`src/rtl/apb_slave_regs.sv`:
```
// APB4 slave with a 32-byte window of eight 32-bit read/write registers.
// A programmable number of wait states (wait_cfg) stretches every access
// phase; address, control and data are taken from the bus in the access
// phase itself, so the master must hold them stable until PREADY.
//
// Handshake: a transfer starts with a setup cycle (PSELx=1, PENABLE=0)
// followed by access cycles (PSELx=1, PENABLE=1). The transfer completes
// in the access cycle where PREADY=1; PRDATA/PSLVERR are valid only then.
// Dropping PSELx during an access phase abandons the transfer.
module apb_slave_regs #(
  parameter logic [31:0] BASE_ADDR = 32'h0000_0000
) (
  input  logic         PCLK,
  input  logic         PRESETn,
  input  logic         PSELx,
  input  logic         PENABLE,
  input  logic [31:0]  PADDR,
  input  logic [2:0]   PPROT,
  input  logic         PWRITE,
  input  logic [31:0]  PWDATA,
  input  logic [3:0]   PSTRB,
  output logic         PREADY,
  output logic [31:0]  PRDATA,
  output logic         PSLVERR,
  input  logic [3:0]   wait_cfg,
  output logic [255:0] reg_out
);

  typedef enum logic {
    IDLE   = 1'b0,
    ACCESS = 1'b1
  } state_t;

  state_t      state;
  logic [3:0]  cnt;
  logic [31:0] regs [8];

  logic        hit;
  logic [2:0]  idx;
  logic        err;
  logic        access_done;
  logic        no_setup;
  logic        wr_commit;

  // Only the privileged bit of PPROT matters here.
  logic unused_ok;
  assign unused_ok = &{1'b0, PPROT[2:1]};

  // Address decode and error classification from the live access-phase bus.
  always_comb begin
    hit = (PADDR[31:5] == BASE_ADDR[31:5]);
    idx = PADDR[4:2];
    err = !hit
        || (PADDR[1:0] != 2'b00)
        || (PWRITE && (idx == 3'd7) && !PPROT[0])
        || (!PWRITE && (PSTRB != 4'h0));
  end

  // Completion and response generation; all responses are forced low in reset.
  always_comb begin
    access_done = PRESETn && (state == ACCESS) && PSELx && PENABLE && (cnt == 4'd0);
    no_setup    = PRESETn && (state == IDLE) && PSELx && PENABLE;
    PREADY      = access_done || no_setup;
    PSLVERR     = (access_done && err) || no_setup;
    wr_commit   = access_done && PWRITE && !err;
    PRDATA      = 32'h0;
    if (access_done && !PWRITE && !err) begin
      PRDATA = regs[idx];
    end
  end

  // Transfer FSM: setup loads the wait counter, access phase counts it down.
  always_ff @(posedge PCLK or negedge PRESETn) begin
    if (!PRESETn) begin
      state <= IDLE;
      cnt   <= 4'd0;
    end else begin
      case (state)
        IDLE: begin
          if (PSELx && !PENABLE) begin
            state <= ACCESS;
            cnt   <= wait_cfg;
          end
        end
        ACCESS: begin
          if (!PSELx) begin
            // Master abandoned the transfer.
            state <= IDLE;
            cnt   <= 4'd0;
          end else if (!PENABLE) begin
            // A fresh setup cycle restarts the transfer.
            cnt <= wait_cfg;
          end else if (cnt != 4'd0) begin
            cnt <= cnt - 4'd1;
          end else begin
            state <= IDLE;
          end
        end
        default: begin
          state <= IDLE;
          cnt   <= 4'd0;
        end
      endcase
    end
  end

  // Register file: byte-lane write on the completing cycle of a good write.
  always_ff @(posedge PCLK or negedge PRESETn) begin
    if (!PRESETn) begin
      for (int i = 0; i < 8; i++) begin
        regs[i] <= 32'h0;
      end
    end else if (wr_commit) begin
      for (int n = 0; n < 4; n++) begin
        if (PSTRB[n]) begin
          regs[idx][8*n +: 8] <= PWDATA[8*n +: 8];
        end
      end
    end
  end

  // Flatten the register file, R0 in the least significant word.
  always_comb begin
    for (int i = 0; i < 8; i++) begin
      reg_out[32*i +: 32] = regs[i];
    end
  end

endmodule
```
`config.mk`:
```
export PLATFORM = sky130hd
export DESIGN_NAME = apb_slave_regs
export DESIGN_NICKNAME = d
export VERILOG_FILES = /design/src/rtl/apb_slave_regs.sv
export SDC_FILE = /design/constraint.sdc
export NUM_CORES = 1
export LEC_CHECK = 0
export CAP_MARGIN = 20
export CELL_PAD_IN_SITES_DETAIL_PLACEMENT = 1
export CELL_PAD_IN_SITES_GLOBAL_PLACEMENT = 1
export CORE_MARGIN = 5
export CORE_UTILIZATION = 40
export CTS_CLUSTER_DIAMETER = 40
export CTS_CLUSTER_SIZE = 10
export DETAILED_ROUTE_END_ITERATION = 12
export GPL_ROUTABILITY_DRIVEN = 0
export PLACE_DENSITY = 0.94
export SLEW_MARGIN = 20
export SYNTH_ARGS = -nofsm -noshare
export SYNTH_HDL_FRONTEND = slang
export SYNTH_SLANG_ARGS = --single-unit
```
`constraint.sdc`:
```
create_clock -name PCLK -period 5.2 [get_ports PCLK]
set_clock_uncertainty 0.05 [all_clocks]
set_input_delay 0.52 -clock PCLK [delete_from_list [all_inputs] [get_ports PCLK]]
set_output_delay 0.52 -clock PCLK [all_outputs]
set_load 0.01 [all_outputs]
```
==> results of run 1 <==
cell type report:
type	count	area share, %
Antenna cell	5	0.0713
Clock buffer	55	6.67
Clock inverter	20	1.16
Inverter	2	0.0428
Multi-Input combinational cell	566	29.9
Sequential cell	261	37.2
Tap cell	390	2.78
Timing Repair Buffer	392	22.1
final timing paths:
kind                                     startpoint                  endpoint
min reg2reg                reg_out[131]$_DFFE_PN0P_  reg_out[131]$_DFFE_PN0P_
max reg2reg                      cnt[0]$_DFFE_PN0P_  reg_out[180]$_DFFE_PN0P_
min in group PCLK          reg_out[131]$_DFFE_PN0P_  reg_out[131]$_DFFE_PN0P_
max in group asynchronous                   PRESETn  reg_out[128]$_DFFE_PN0P_
max                                        PADDR[3]                 PRDATA[4]
min                                         PRESETn  reg_out[190]$_DFFE_PN0P_
synth_stat cells, drive strengths merged (2+ instances only):
master   number
dfrtp       261
nand4        35
o21ai         5
and3b         3
and4          2
o22ai        95
and3          2
nor2         20
and2          3
a21oi         4
inv           2
or4          16
or3b          3
nand2b        3
nand3         2
a221oi        2
nor3          5
nand2         4
buf          13
nor4         54
nand4bb       2
nand3b        3
mux2        256
a22oi         3
clkbuf       41
o221ai       15
o22a         16
nor3b         3
metrics by stage:
step / instance area (um2) / setup WS [ns]
after floorplan: 12000 / 2.38
after global placement: 16200 / 1.03
after detailed placement: 16200 / 0.921
after CTS: 17500 / 0.870
after global routing: 17600 / 0.683
final: 17600 / 0.839
sequential cells by signal (all words and copies together), names as in the netlist:
| signal | flops |
|---|---|
| state | 1 |
| cnt | 4 |
| reg_out | 256 |
cell families after synthesis:
group                    Yosys count  share of synthesized area [%]
AO/OA/AOI/OAI                    144                           8.22
XOR/XNOR                           1                         0.0729
adder cells (fa/ha/maj)            1                          0.104
buffers and inverters             56                           1.99
flip-flops                       261                           54.4
multiplexers                     256                           24.0
AND/OR/NAND/NOR                  164                           11.3
routing by layer:
| metal | up-vias | track usage [%] |
|---|---|---|
| li1 | 4267 | - |
| met1 | 5267 | 34.7 |
| met2 | 522 | 47.8 |
| met3 | 116 | 7.20 |
| met4 | 0 | 11.1 |
| met5 | - | 0 |
worst max-delay path, delay by kind of cell:
family | cells | cell delay [ns]
compound gates | 1 | 0.08
buf+inv | 3 | 1.51
simple gates | 3 | 1.67
power by group through the flow:
| stage | Combinational, mW | Clock, mW | Sequential, mW |
|---|---|---|---|
| floorplan | 0.128 | 0 | 2.08 |
| global placement | 0.295 | 0 | 2.08 |
| detailed placement | 0.311 | 0 | 2.08 |
| CTS | 0.317 | 2.76 | 2.05 |
| global route | 0.341 | 2.86 | 2.05 |
| finish | 0.319 | 2.73 | 2.05 |
repair_timing:
action	4_1_cts	5_1_grt
resized for setup	0	0
hold buffers	1	0
buffers inserted	0	0
endpoints found under the setup margin	0	0
endpoints found under the hold margin	48	0
==> reports/metrics.yaml, run 1 <==
power_frac_comb_pct: 6.3
synth.area.top_cells: "dfrtp_1 54%, mux2_2 24%, o22ai_1 4.9%"
p_sw_share_pct: 23.6
die_h_um: 183
ys.flop_type: "dfrtp_1"
period_share_pct: 83.9
r2r_slack_ns: 2.21
fmax_mhz: 229
top_layer: "met4"
cp.arrival_ns: 3.79
grt_start_max_net_pins: 80
die_width_um: 183
hold_viol: 0
clkSlewWorstSetupHoldPaths_ns: 0.05
seqPwrFrac_pct: 40.1
tritoncts: "built"
h-tree-depth: 2
clkSinkCount: 261
relSlewSlack_pct: 26.6
critPathCaptureType: "output port"
final_common_cell: "clkdlybuf4s50_1"
dr.first_iter.drc_count: 590
yosysWarnings: 0
vias: 10200
syn_inst: 883
min_path_type: "primary input to asynchronous set/reset pin"
first_pass_iters: 5
ioPinCount: 370
insertion_delay_ns: 0.51
cp_max_fo: 27
grt_pass1_vias: 11500
met1Wirelength_um: 19400
core_area_mm2: 0.0296
clockBufferDepth: 3
ys_types: 45
antenna_found_initial: 5
p_clk_share_pct: 53.6
p_total_mw: 5.10
dieArea_mm2: 0.0336
numCtsBuffers: 42
power.density_mw_per_mm2: 290
drt-vias-per-instance: 6.02
seq_area_frac_synth_pct: 54.4
synthToLayoutAreaGrowth_pct: 46.1
yosysTopAreaCell: "dfrtp_1"
fill_cells: 2901
multi_input_area_mm2: 0.00526
ant_nets: 0
p_sw_mw: 1.20
layout_common_cells: "366 x clkdlybuf4s50_1, 261 x dfrtp_1, 256 x mux2_2, 94 x o22ai_1, 43 x clkbuf_16"
dp_hpwl_um: 33000
cts-root-buf: "clkbuf_16"
final_cells: 1691
path_common_cell: "clkdlybuf4s50_1"
holdWs_ns: 0.458
wl_per_cell_um: 29.0
syn_nets: 964
finalSetupViolCount: 0
synth_area_mm2: 0.0120
drc: 0
worst_path_largest_cell_delay_ns: 1.02
syn_avg_cell_area_um2: 13.6
drive_gt1_share_pct: 29.5
status: "finished clean"
seqCellArea_mm2: 0.00653
fin_util_pct: 59.2
synthArstFlopShare_pct: 100
crit_type: "primary input to output port"
drt_wl_total_um: 49000
tns_ns: 0
grt_setup_unrepaired: "false"
slew_viol_final: 0
gr-usage-all-layers_pct: 28.2
grt_pass1_wl_um: 73400
crit_chain: "clkdlybuf4s50_1 > or3b_2 > buf_4 > o22ai_1 > or4_1 > nor2_1 > clkdlybuf4s50_1"
r2r_cells: 6
nets: 1346
met2WireLength_um: 24600
place_inst: 1610
synth_top_area_share_pct: 54.4
slowest_stage: "or3b_2"
cap_viol_max_count: 0
finalCriticalPeriod_ns: 4.36
port_buffers: 367
vdd_drop_max_mv: 0.238
internal_power_mw: 3.90
worst_pin_slew_ns: 1.10
synth_seq_cells: 261
cp-start-kind: "primary input"
start_util_pct: 40.5
rows: 63
overflow: 0
leakage_nw: 7.84
synth_edf_count: 0
required_ns: 4.63
dr_wl_met3_um: 3370
No activity file was read; power rests on OpenSTA's default activity.
==> run 2: changes to the inputs <==
- CORE_UTILIZATION: 40 -> 34
- PLACE_DENSITY: 0.94 -> 0.86
- clock period: 5.2 -> 3.94 ns (I/O delays scaled with it)
==> run 2 against run 1 <==
Via count increased by 1.0%. Worst hold slack improved by 0.028 ns. Global-route usage decreased by 3.2 points. First-iteration DRC count down 13%. Cell count increased by 6.1%. Core utilization shrank 7.5 points. Clock power increased by 25%. Combinational power grew 39%. Total power increased by 29%. Non-clock buffer count grew 43. Critical path type is now register to output port.
==> reports/metrics.yaml, run 2 (synthesis results as in run 1) <==
top_usage_layer: "met2"
finalCriticalPeriod_ns: 3.69
die_width_um: 198  # +8.0%
pre_cts_ws_ns: 0.292  # -0.629 ns
tns_ns: 0  # unchanged
overflow: 0  # unchanged
insertion_delay_ns: 0.51  # about the same
layout_common_cells: "366 x clkdlybuf4s50_1, 261 x dfrtp_1, 256 x mux2_2, 94 x o22ai_1, 60 x buf_4"
clkSinkCount: 261  # unchanged
finalSetupViolCount: 0  # unchanged
h-tree-depth: 2  # unchanged
clkSlewWorstSetupHoldPaths_ns: 0.05  # about the same
drt-vias-per-instance: 5.73  # -4.8%
power_frac_comb_pct: 6.8  # +0.5 points
rows: 68  # +7.9%
power.density_mw_per_mm2: 365  # +26%
worst_pin_slew_ns: 0.912  # -0.188 ns
met1_usage_pct: 31.4  # -3.4 points
numCtsBuffers: 40  # -4.8%
fmax_mhz: 271
grt_start_max_net_pins: 153  # +91%
p_sw_mw: 1.52  # +27%
period_share_pct: 93.7
drive_gt1_share_pct: 31.6  # +2.1 points
cts-root-buf: "clkbuf_16"
grt_pass1_vias: 11500  # +0.026%
cp.arrival_ns: 3.25  # -0.54 ns
p_sw_share_pct: 23.2  # -0.34 points
drt_wl_total_um: 50400  # +2.8%
dieArea_mm2: 0.0392  # +17%
cp_max_fo: 19  # -30%
leakage_nw: 8.06  # +2.9%
tritoncts: "built"
crit_type: "register to output port"
dr.first_iter.drc_count: 511  # -13%
fin_ws_ns: 0.249  # -0.590 ns
grt_setup_unrepaired: "false"
nets: 1387  # +3.0%
seqPwrFrac_pct: 41.2  # +1.1 points
drc: 0  # unchanged
ioPinCount: 370  # unchanged
internal_power_mw: 5.03  # +29%
grt_pass1_wl_um: 74900  # +2.0%
status: "finished clean"
gr-usage-all-layers_pct: 25.0  # -3.2 points
hold_viol: 0  # unchanged
min_path_type: "register to register"
die_h_um: 198  # +8.0%
grt_use_met3_pct: 6.62  # -0.58 points
vias: 10300  # +1.0%
first_pass_iters: 5  # unchanged
antenna_found_initial: 5  # unchanged
final_common_cell: "clkdlybuf4s50_1"
critPathCaptureType: "output port"
largest_reg_flops: 256  # unchanged
ant_nets: 0  # unchanged
p_clk_share_pct: 52.0  # -1.6 points
synthToLayoutAreaGrowth_pct: 49.6
vdd_drop_max_mv: 0.293  # +23%
slew_viol_final: 0  # unchanged
cap_viol_max_count: 0  # unchanged
relSlewSlack_pct: 39.2  # +13 points
clockBufferDepth: 3  # unchanged
use_met2_pct: 42.0  # -5.8 points
wl_per_cell_um: 28.1  # -3.1%
start_util_pct: 34.6  # -5.9 points
dp_hpwl_um: 33600  # +2.1%
required_ns: 3.50  # -1.13 ns
port_buffers: 367  # unchanged
core_area_mm2: 0.0347  # +17%
cp-start-kind: "register"
-- run 2: cell types whose count changed in the layout (fill, tap and decap cells not counted), sizes merged --
| cell | delta |
|---|---|
| clkinv | -3 |
| clkbuf | +1 |
| buf | +43 |
| clkinvlp | -1 |
| inv | -1 |
| bufinv | -1 |
-- run 2: routing by layer --
layer	part of all wire, %	vias up
met5	0	-
met4	3.2	0
met3	7.6	116
met2	49	467
met1	40	5344
li1	-	4350
-- run 2: path summary, 6_finish.rpt --
| kind | start | cells after the start | endpoint | slack [ns] |
|---|---|---|---|---|
| max in group asynchronous | PRESETn | 4 | reg_out[242]$_DFFE_PN0P_ | 1.94 |
| worst max-delay path | cnt[0]$_DFFE_PN0P_ | 8 | PRDATA[17] | 0.25 |
| min in group asynchronous | PRESETn | 3 | reg_out[185]$_DFFE_PN0P_ | 0.61 |
| worst max register to register | cnt[0]$_DFFE_PN0P_ | 6 | reg_out[223]$_DFFE_PN0P_ | 1.27 |
| worst min-delay path | reg_out[129]$_DFFE_PN0P_ | 1 | reg_out[129]$_DFFE_PN0P_ | 0.49 |
| worst min register to register | reg_out[129]$_DFFE_PN0P_ | 1 | reg_out[129]$_DFFE_PN0P_ | 0.49 |
-- run 2: power by group through the flow --
stage	clock (mW)	sequential, mW	combinational [mW]
5_1_grt	3.60	2.70	0.481
6_report	3.41	2.70	0.443
4_1_cts	3.47	2.70	0.442
2_1_floorplan	0	2.74	0.169
3_5_place_dp	0	2.74	0.436
3_3_place_gp	0	2.74	0.424
-- run 2: critical path: stages, from the launching register on --
cell and delay [ns]:
dfrtp_1 0.38, inv_1 0.11, ha_1 0.26, nand4bb_2 0.27, nor3_1 0.24, nand4_1 0.14, buf_4 0.26, nor4_2 0.43
clkdlybuf4s50_1 0.61
-- run 2: stage by stage --
stage	area [um2]	utilization [%]	std cells	hold WS (ns)	power (mW)
finish	18000	51.8	1794	0.485	6.55
global route	18000	51.8	1794	0.497	6.78
CTS	17900	51.7	1789	0.484	6.61
detailed placement	16700	48.0	1718	0.472	3.18
global placement	16700	48.0	1718	0.464	3.17
floorplan	12000	-	883	0.0484	2.91
-- run 2: cell type report --
type	instances	area [um2]
fillers	3496	16700
flip-flops and latches	261	6530
multi-input cells	566	5290
repair buffers	435	4280
clock buffers	56	1150
well taps	455	569
clock inverters	14	135
diodes	5	12.5
inverters	2	7.51
-- run 2: timing repair --
item,CTS,global route
endpoints found under the hold margin,26,0
setup endpoints to repair,0,12
buffers inserted,0,0
hold buffers,1,0
resized for setup,0,2
==> run 3: changes to the inputs <==
- ABC_CLOCK_PERIOD_IN_PS: not set -> 3940
==> results of run 3 <==
Same layout as run 2: the final DEF is identical, and so are final timing and power.
